### src/rtl/udcnt_pkg.sv
// Shared constants and helpers for the modulo up/down counter family.
package udcnt_pkg;

  localparam logic DIR_UP   = 1'b1;
  localparam logic DIR_DOWN = 1'b0;

  // Out-of-range load values saturate to the top of the count range.
  function automatic int unsigned clamp_load(input int unsigned val, input int unsigned modulus);
    return (val < modulus) ? val : modulus - 32'd1;
  endfunction

  // Value at which a count in direction dir is about to wrap.
  function automatic int unsigned term_val(input logic dir, input int unsigned modulus);
    return (dir == DIR_UP) ? modulus - 32'd1 : 32'd0;
  endfunction

endpackage

### src/rtl/udcnt_next_val.sv
// Combinational next-count and wrap detection for one enabled step.
module udcnt_next_val
  import udcnt_pkg::*;
#(
  parameter int BUS_WIDTH = 4,
  parameter int MODULUS   = 10
) (
  input  logic [BUS_WIDTH-1:0] cnt,
  input  logic                 up,
  output logic [BUS_WIDTH-1:0] next_cnt,
  output logic                 wrap
);

  // One bit wider so MODULUS == 2**BUS_WIDTH is not truncated.
  localparam logic [BUS_WIDTH:0] LAST = (BUS_WIDTH + 1)'(MODULUS - 1);

  always_comb begin
    next_cnt = cnt;
    wrap     = 1'b0;
    if (up == DIR_UP) begin
      if ({1'b0, cnt} == LAST) begin
        next_cnt = '0;
        wrap     = 1'b1;
      end else begin
        next_cnt = cnt + BUS_WIDTH'(1);
      end
    end else begin
      if (cnt == '0) begin
        next_cnt = LAST[BUS_WIDTH-1:0];
        wrap     = 1'b1;
      end else begin
        next_cnt = cnt - BUS_WIDTH'(1);
      end
    end
  end

endmodule

### src/rtl/modulo_updown_counter.sv
// Runtime-direction modulo-N counter with clear, clamped load and cascade outputs.
// Define UDCNT_OVF_STICKY_EN to add the sticky wrap flag o_ovf.
module modulo_updown_counter
  import udcnt_pkg::*;
#(
  parameter int    BUS_WIDTH = 4,
  parameter int    MODULUS   = 10,
  parameter string INIT_DIR  = "up"
) (
  input  logic                 i_clk,
  input  logic                 i_rst,
  input  logic                 i_sclr,
  input  logic                 i_load,
  input  logic [BUS_WIDTH-1:0] i_load_val,
  input  logic                 i_en,
  input  logic                 i_up,
  output logic [BUS_WIDTH-1:0] o_cnt,
  output logic                 o_tc,
  output logic                 o_carry,
  output logic                 o_wrap
`ifdef UDCNT_OVF_STICKY_EN
  ,
  output logic                 o_ovf
`endif
);

  // The helpers work in 32-bit arithmetic, which bounds the usable width.
  if (BUS_WIDTH < 1 || BUS_WIDTH > 31) begin : g_bad_width
    $error("modulo_updown_counter: BUS_WIDTH must be in 1..31");
  end
  if (MODULUS < 2 || 64'(MODULUS) > (64'd1 << BUS_WIDTH)) begin : g_bad_modulus
    $error("modulo_updown_counter: MODULUS must be in 2..2**BUS_WIDTH");
  end
  if (INIT_DIR != "up" && INIT_DIR != "down") begin : g_bad_dir
    $error("modulo_updown_counter: INIT_DIR must be \"up\" or \"down\"");
  end

  localparam int unsigned RESET_INT = (INIT_DIR == "down") ? 32'(MODULUS - 1) : 32'd0;
  localparam logic [BUS_WIDTH-1:0] RESET_VAL = BUS_WIDTH'(RESET_INT);

  logic [BUS_WIDTH-1:0] step_cnt;
  logic                 step_wrap;
  logic [BUS_WIDTH-1:0] clear_cnt;
  logic [BUS_WIDTH-1:0] load_cnt;

  udcnt_next_val #(
    .BUS_WIDTH(BUS_WIDTH),
    .MODULUS  (MODULUS)
  ) u_next_val (
    .cnt     (o_cnt),
    .up      (i_up),
    .next_cnt(step_cnt),
    .wrap    (step_wrap)
  );

  // A clear parks the count at the start of the current direction.
  assign clear_cnt = BUS_WIDTH'(term_val(~i_up, MODULUS));
  assign load_cnt  = BUS_WIDTH'(clamp_load(32'(i_load_val), MODULUS));
  assign o_tc      = (32'(o_cnt) == term_val(i_up, MODULUS));
  assign o_carry   = o_tc & i_en;

  always_ff @(posedge i_clk or posedge i_rst) begin
    if (i_rst) begin
      o_cnt  <= RESET_VAL;
      o_wrap <= 1'b0;
    end else if (i_sclr) begin
      o_cnt  <= clear_cnt;
      o_wrap <= 1'b0;
    end else if (i_load) begin
      o_cnt  <= load_cnt;
      o_wrap <= 1'b0;
    end else if (i_en) begin
      o_cnt  <= step_cnt;
      o_wrap <= step_wrap;
    end else begin
      o_wrap <= 1'b0;
    end
  end

`ifdef UDCNT_OVF_STICKY_EN
  // Only reset or clear drop the flag; loads leave it alone.
  always_ff @(posedge i_clk or posedge i_rst) begin
    if (i_rst) begin
      o_ovf <= 1'b0;
    end else if (i_sclr) begin
      o_ovf <= 1'b0;
    end else if (!i_load && i_en && step_wrap) begin
      o_ovf <= 1'b1;
    end
  end
`endif

endmodule

### config.mk
export PLATFORM = sky130hd
export DESIGN_NAME = modulo_updown_counter
export DESIGN_NICKNAME = d
export VERILOG_FILES = /design/src/rtl/udcnt_pkg.sv /design/src/rtl/udcnt_next_val.sv /design/src/rtl/modulo_updown_counter.sv
export SDC_FILE = /design/constraint.sdc
export NUM_CORES = 1
export LEC_CHECK = 0
export CORE_MARGIN = 2
export CORE_UTILIZATION = 25
export CTS_CLUSTER_DIAMETER = 150
export DETAILED_ROUTE_END_ITERATION = 10
export DONT_BUFFER_PORTS = 1
export SLEW_MARGIN = 40
export SYNTH_ARGS = -nofsm -noshare
export SYNTH_HDL_FRONTEND = slang
export SYNTH_SLANG_ARGS = --single-unit
### constraint.sdc
create_clock -name i_clk -period 2.4 [get_ports i_clk]
set_clock_uncertainty 0.1 [all_clocks]
set_input_delay 0.6 -clock i_clk [delete_from_list [all_inputs] [get_ports i_clk]]
set_output_delay 0.6 -clock i_clk [all_outputs]
set_load 0.01 [all_outputs]
==> metrics.md, run 1 <==
| Metric | Value |
|---|---|
| Die Y | `50.6 µm` |
| Final setup vio count | `0` |
| Reg2Reg Launch Point | `o_cnt[1]$_DFFE_PP0P_` |
| RD Place Congestion | `0.811` |
| Worst Hold Class | `primary input to async pin` |
| Crit path buf inv count | `0` |
| Ratio of cells with drive above 1 in the final layout | `13.2%` |
| Distinct cells, synth | `34` |
| Unrepaired setup endpoints after global routing | `false` |
| Vias in the first global route | `414` |
| DRT Wirelength | `1200 µm` |
| H-tree Lvls | `1` |
| Nets | `83` |
| CP cell instances | `or3_4, a211oi_2, and2_1` |
| Vias per inst | `5.00` |
| Root buffer cell | `clkbuf_4` |
| Die Width | `50.6 µm` |
| CP required | `1.70 ns` |
| Crit Path Category | `flip-flop to output pin` |
| PwrDens | `509 nW/µm²` |
| DR WL/cell | `12.7 µm` |
| Total clock sinks | `5` |
| Placed Cells | `91` |
| Final period util | `89.4%` |
| N_diodes | `0` |
| Async set-or-reset flop fraction in the synthesized netlist | `100%` |
| Syn Nets | `80` |
| Initial DRT Pass Iterations | `4` |
| Worst Setup End Kind | `output pin` |
| Pre-CTS WS | `0.326 ns` |
| Synth warnings | `0` |
| Power Total | `0.296 mW` |
| Grt total ovfl | `0` |
| Largest net degree at the start of global routing | `13` |
| Cell Count, Final, Fillers Out | `95` |
| Leak | `0.241 nW` |
| Crit path max fanout | `2` |
| Initial Util | `27.1%` |
| Synth area leaders | `dfrtp_1, ha_1, buf_6, inv_1, a21oi_1` |
| Number of port buffers | `0` |
| DIE AREA | `2560 µm²` |
| DRC Markers | `0` |
| Synthesized area per cell | `8.23 µm²` |
| Worst setup SP type | `flip-flop` |
| Main flop type after synthesis | `dfrtp_1` |
| Top post-synthesis cells by count | `inv_1, dfrtp_1, nand2_1` |
| Flop2flop setup slack | `0.46 ns` |
| Status | `completed` |
| Hold buffer count at CTS | `0` |
| Final worst-path setup slack | `0.255 ns` |
| Worst-Skew Late Latency | `0.24 ns` |
| Cell count after synthesis | `66` |
| Tot GR Track Use | `10.0%` |
| Max Cap Viol | `0` |
| Post-synth EDFFs | `0` |
| Setup TNS | `0 ns` |
| Max IR drop VDD | `0.267 mV` |
| Worst-case reg-to-reg path depth | `6` |
| DRT antenna net count | `0` |
| Post-synth top area share | `23.0%` |
| Hold Fails Final Rpt | `0` |
| Area grow syn2layout | `6.91%` |
| Synth area leader | `dfrtp_1` |
| CTS tree | `built` |
| Mapped cell area | `543 µm²` |
| Initial antenna violation count | `0` |
| Io pins | `17` |
| CP arrival | `1.45 ns` |
| DP HPWL | `944 µm` |
| Slew headroom | `72.1%` |
| Sequential-to-total area share from yosys stat | `23.0%` |
| Synthesized flop and latch total | `5` |
| Routed via count | `475` |
| Slowest CP cell | `or3_4` |
| Slowest stage delay, CP | `0.38 ns` |
| Period minus WS final | `2.15 ns` |
| Num CTS Buffers | `3` |
| Worst Tran Pin Value | `0.408 ns` |
| Cell Rows | `16` |
| Cell family with most CP delay | `simple AND/OR/NAND/NOR gates` |
| Reg-to-reg endpoint | `o_cnt[2]$_DFFE_PP0P_` |
| Setup bufs post-CTS | `0` |
| First-pass GRT wire length | `1940 µm` |
| DRT iter0 DRCs | `15` |
| Fmax | `0.466 GHz` |
| Top-count cell post-synth | `inv_1` |
| Post-CTS sizing | `0` |
| Clk pin slew, worst setup/hold paths | `0.04 ns` |
| Slew Limit Fails | `0` |
| CTS Buffer Depth | `2` |
| Total core area | `2000 µm²` |
power breakdown:
part / internal [mW] / switching (mW)
logic: 0.0467 / 0.0520
registers: 0.0917 / 0.00981
clock network: 0.0627 / 0.0328
total: 0.201 / 0.0946
cell type report:
class,instances,area [µm²]
inverters,7,26.3
fillers,227,1420
flip-flops and latches,5,125
well taps,27,33.8
multi-input cells,49,347
repair buffers,3,22.5
clock buffers,4,26.3
cell usage in the layout (no fill, tap or decap), drive strengths merged, types with 3 or more instances in the layout:
master  synthesis  final
a31oi           3      3
nand2           5      5
o21ai           4      4
nor2            4      4
ha              4      4
buf             3      3
dfrtp           5      5
a21oi           4      4
clkbuf          2      4
inv             7      7
state kept, by name (all words and copies together), names as in the netlist:
register and count:
o_cnt 4, o_wrap 1
worst max path at each step:
stage	from	to	slack, ns	cells past startpoint
floorplan	i_up	o_carry	0.14	4
global placement	i_up	o_carry	0.36	3
detailed placement	i_up	o_carry	0.33	3
CTS	o_cnt[0]$_DFFE_PP0P_	o_carry	0.23	3
global route	o_cnt[0]$_DFFE_PP0P_	o_carry	0.18	3
finish	o_cnt[0]$_DFFE_PP0P_	o_carry	0.25	3
through the flow:
stage | hold slack, ns | instance area, µm² | utilization [%]
floorplan | 0.279 | 543 | -
global placement | 0.292 | 554 | 27.7
detailed placement | 0.295 | 554 | 27.7
CTS | 0.0379 | 581 | 29.0
global route | 0.0285 | 581 | 29.0
finish | 0.0408 | 581 | 29.0
metal layers:
metal / track usage [%] / vias to the layer above / part of all wire, %
met5: 0 / - / 0
met4: 0 / 0 / 0
met3: 7.44 / 0 / 14
met2: 14.3 / 21 / 43
met1: 12.9 / 212 / 43
li1: - / 242 / -
cell families (layout without fill, tap and decap cells):
logic type               Yosys count  count (layout)  synth area share [%]
multiplexers                       2               2                  4.61
AO/OA/AOI/OAI                     19              19                  24.0
flip-flops                         5               5                  23.0
XOR/XNOR                           1               1                  1.61
adder cells (fa/ha/maj)            4               4                  9.22
AND/OR/NAND/NOR                   23              23                  24.4
buffers and inverters             12              14                  13.1
worst reg2reg max path, stage by stage (launching register included):
cell      delay [ns]
dfrtp_1         0.53
inv_1           0.16
ha_1            0.23
and3_1          0.17
o21ai_1         0.23
nand4_1         0.13
a221oi_1        0.29
Note: power is estimated with default switching activity, not from simulation.
==> run 2: changes to the inputs <==
--- a/config.mk
+++ b/config.mk
@@ -9,7 +9,6 @@
 export CORE_UTILIZATION = 25
 export CTS_CLUSTER_DIAMETER = 150
 export DETAILED_ROUTE_END_ITERATION = 10
-export DONT_BUFFER_PORTS = 1
 export SLEW_MARGIN = 40
 export SYNTH_ARGS = -nofsm -noshare
 export SYNTH_HDL_FRONTEND = slang
==> constraint.sdc (replaced) <==
create_clock -name i_clk -period 1.75 [get_ports i_clk]
set_clock_uncertainty 0.1 [all_clocks]
set_input_delay 0.4375 -clock i_clk [delete_from_list [all_inputs] [get_ports i_clk]]
set_output_delay 0.4375 -clock i_clk [all_outputs]
set_load 0.01 [all_outputs]
==> run 2 against run 1 <==
The run now ends with setup timing left; critical path depth increased by 1; non-clock buffer count increased by 33; global-route usage increased by 3.9 points; register-to-register slack got worse by 0.50 ns; highest routed layer unchanged; critical path type unchanged; setup slack got worse by 0.51 ns; count of clock-buffer cells in the layout unchanged; cell count increased by 35%; clock power increased by 36%.
==> metrics.md, run 2 (same netlist as run 1, synthesis figures left out) <==
| Metric | Value |
|---|---|
| Status | `complete, but fails checks` |
| Failing checks | `setup timing` |
| Total clock sinks | `5` |
| Num CTS Buffers | `3` |
| Total core area | `2000 µm²` |
| DIE AREA | `2560 µm²` |
| Regs by FF count | `o_cnt: 4 flops, o_wrap: 1 flops` |
| Initial Util | `27.1%` |
| Max reg flops | `4` |
| Crit Path Category | `flip-flop to output pin` |
| Multi-input logic area | `415 µm²` |
| Slew Limit Fails | `0` |
| Max IR drop VDD | `0.324 mV` |
| CTS tree | `built` |
| Worst Hold Class | `primary input to async pin` |
| Filler instances | `202` |
| N_diodes | `0` |
| Worst-Skew Late Latency | `0.24 ns` |
| Initial DRT Pass Iterations | `4` |
| Grt total ovfl | `0` |
| Worst Setup End Kind | `output pin` |
| DP HPWL | `1170 µm` |
| Final core utilization | `47.0%` |
| Ratio of cells with drive above 1 in the final layout | `40.6%` |
| Max Cap Viol | `0` |
| Most frequent cells in the layout | `buf_4, clkdlybuf4s50_1, inv_1` |
| Root buffer cell | `clkbuf_4` |
| Slew headroom | `76.0%` |
| Die Y | `50.6 µm` |
| Commonest non-fill, non-tap cell in the layout | `buf_4` |
| Worst setup SP type | `flip-flop` |
| Hold buffer count at CTS | `0` |
| DR WL/cell | `12.8 µm` |
| Vias per inst | `4.90` |
| Final worst-path setup slack | `-0.253 ns` |
| Period minus WS final | `2.00 ns` |
| Area grow syn2layout | `73.3%` |
| CP arrival | `1.47 ns` |
| Routed via count | `627` |
| RD Place Congestion | `0.824` |
| PwrDens | `587 nW/µm²` |
| Clk pin slew, worst setup/hold paths | `0.04 ns` |
| DRT iter0 DRCs | `10` |
| Pre-CTS WS | `-0.957 ns` |
| Unrepaired setup endpoints after global routing | `true` |
| Fmax | `0.499 GHz` |
| DRT Wirelength | `1640 µm` |
| DRC Markers | `0` |
| Largest net degree at the start of global routing | `12` |
| Biggest register | `o_cnt` |
| Worst Tran Pin Value | `0.360 ns` |
| Final setup vio count | `6` |
| Leak | `0.417 nW` |
| Seq. cell area | `126 µm²` |
| Io pins | `17` |
| Final period util | `114%` |
| Cell Rows | `16` |
| Initial antenna violation count | `0` |
| Number of port buffers | `16` |
| Vias in the first global route | `643` |
| Nets | `116` |
| H-tree Lvls | `1` |
| Tot GR Track Use | `13.9%` |
| DRT antenna net count | `0` |
| Die Width | `50.6 µm` |
| Crit path max fanout | `2` |
| CTS Buffer Depth | `2` |
| First-pass GRT wire length | `2680 µm` |
| Power Total | `0.553 mW` |
| CP required | `1.21 ns` |
| Hold Fails Final Rpt | `0` |
[run 2: repair_timing]
| item | in CTS | in global routing |
|---|---|---|
| setup endpoints to repair | 11 | 7 |
| setup buffers | 6 | 0 |
| pin swaps | 6 | 8 |
| resized for setup | 29 | 7 |
| hold endpoints to repair | 0 | 0 |
[run 2: layout make-up]
type | instances | area share (%)
Multi-Input combinational cell | 49 | 44.1
Timing Repair Buffer | 36 | 33.0
Sequential cell | 5 | 13.4
Tap cell | 27 | 3.59
Inverter | 7 | 3.06
Clock buffer | 4 | 2.79
[run 2: metal layers]
metal	GRT usage, %	share of wire, %	routed length, µm	up-vias
met5	0	0	0	-
met1	15.8	45	743	299
met4	2.70	0	0	0
met3	3.87	4.5	74	0
li1	-	-	-	310
met2	25.9	50	818	18
[run 2: where the power goes]
group          internal (mW)  switching [mW]
logic                  0.157           0.133
clock network         0.0860          0.0436
registers              0.126         0.00743
total                  0.369           0.184
[run 2: critical path, stage by stage, from the launching register on]
cell and delay (ns):
dfrtp_1 0.37, or3_4 0.38, a211oi_4 0.21, and2_4 0.17
buf_6 0.09
[run 2: final timing paths]
check	slack, ns	cells past startpoint	end	start
max in group asynchronous	1.07	2	o_cnt[1]$_DFFE_PP0P_	i_rst
min	0.29	2	o_cnt[0]$_DFFE_PP0P_	i_rst
min reg2reg	0.66	3	o_cnt[3]$_DFFE_PP0P_	o_cnt[3]$_DFFE_PP0P_
max	-0.25	4	o_carry	o_cnt[3]$_DFFE_PP0P_
min in group i_clk	0.60	3	o_wrap$_DFF_PP0_	i_load
max reg2reg	-0.04	8	o_cnt[0]$_DFFE_PP0P_	o_cnt[0]$_DFFE_PP0P_
[run 2: through the flow]
step	TNS (ns)	hold WS, ns	std cells	area [µm²]
after CTS	-0.592	0.290	128	917
after global routing	-1.09	0.322	128	941
after global placement	-3.23	0.544	118	807
after floorplan	-0.179	0.116	66	557
final	-0.538	0.293	128	941
after detailed placement	-3.32	0.546	118	807
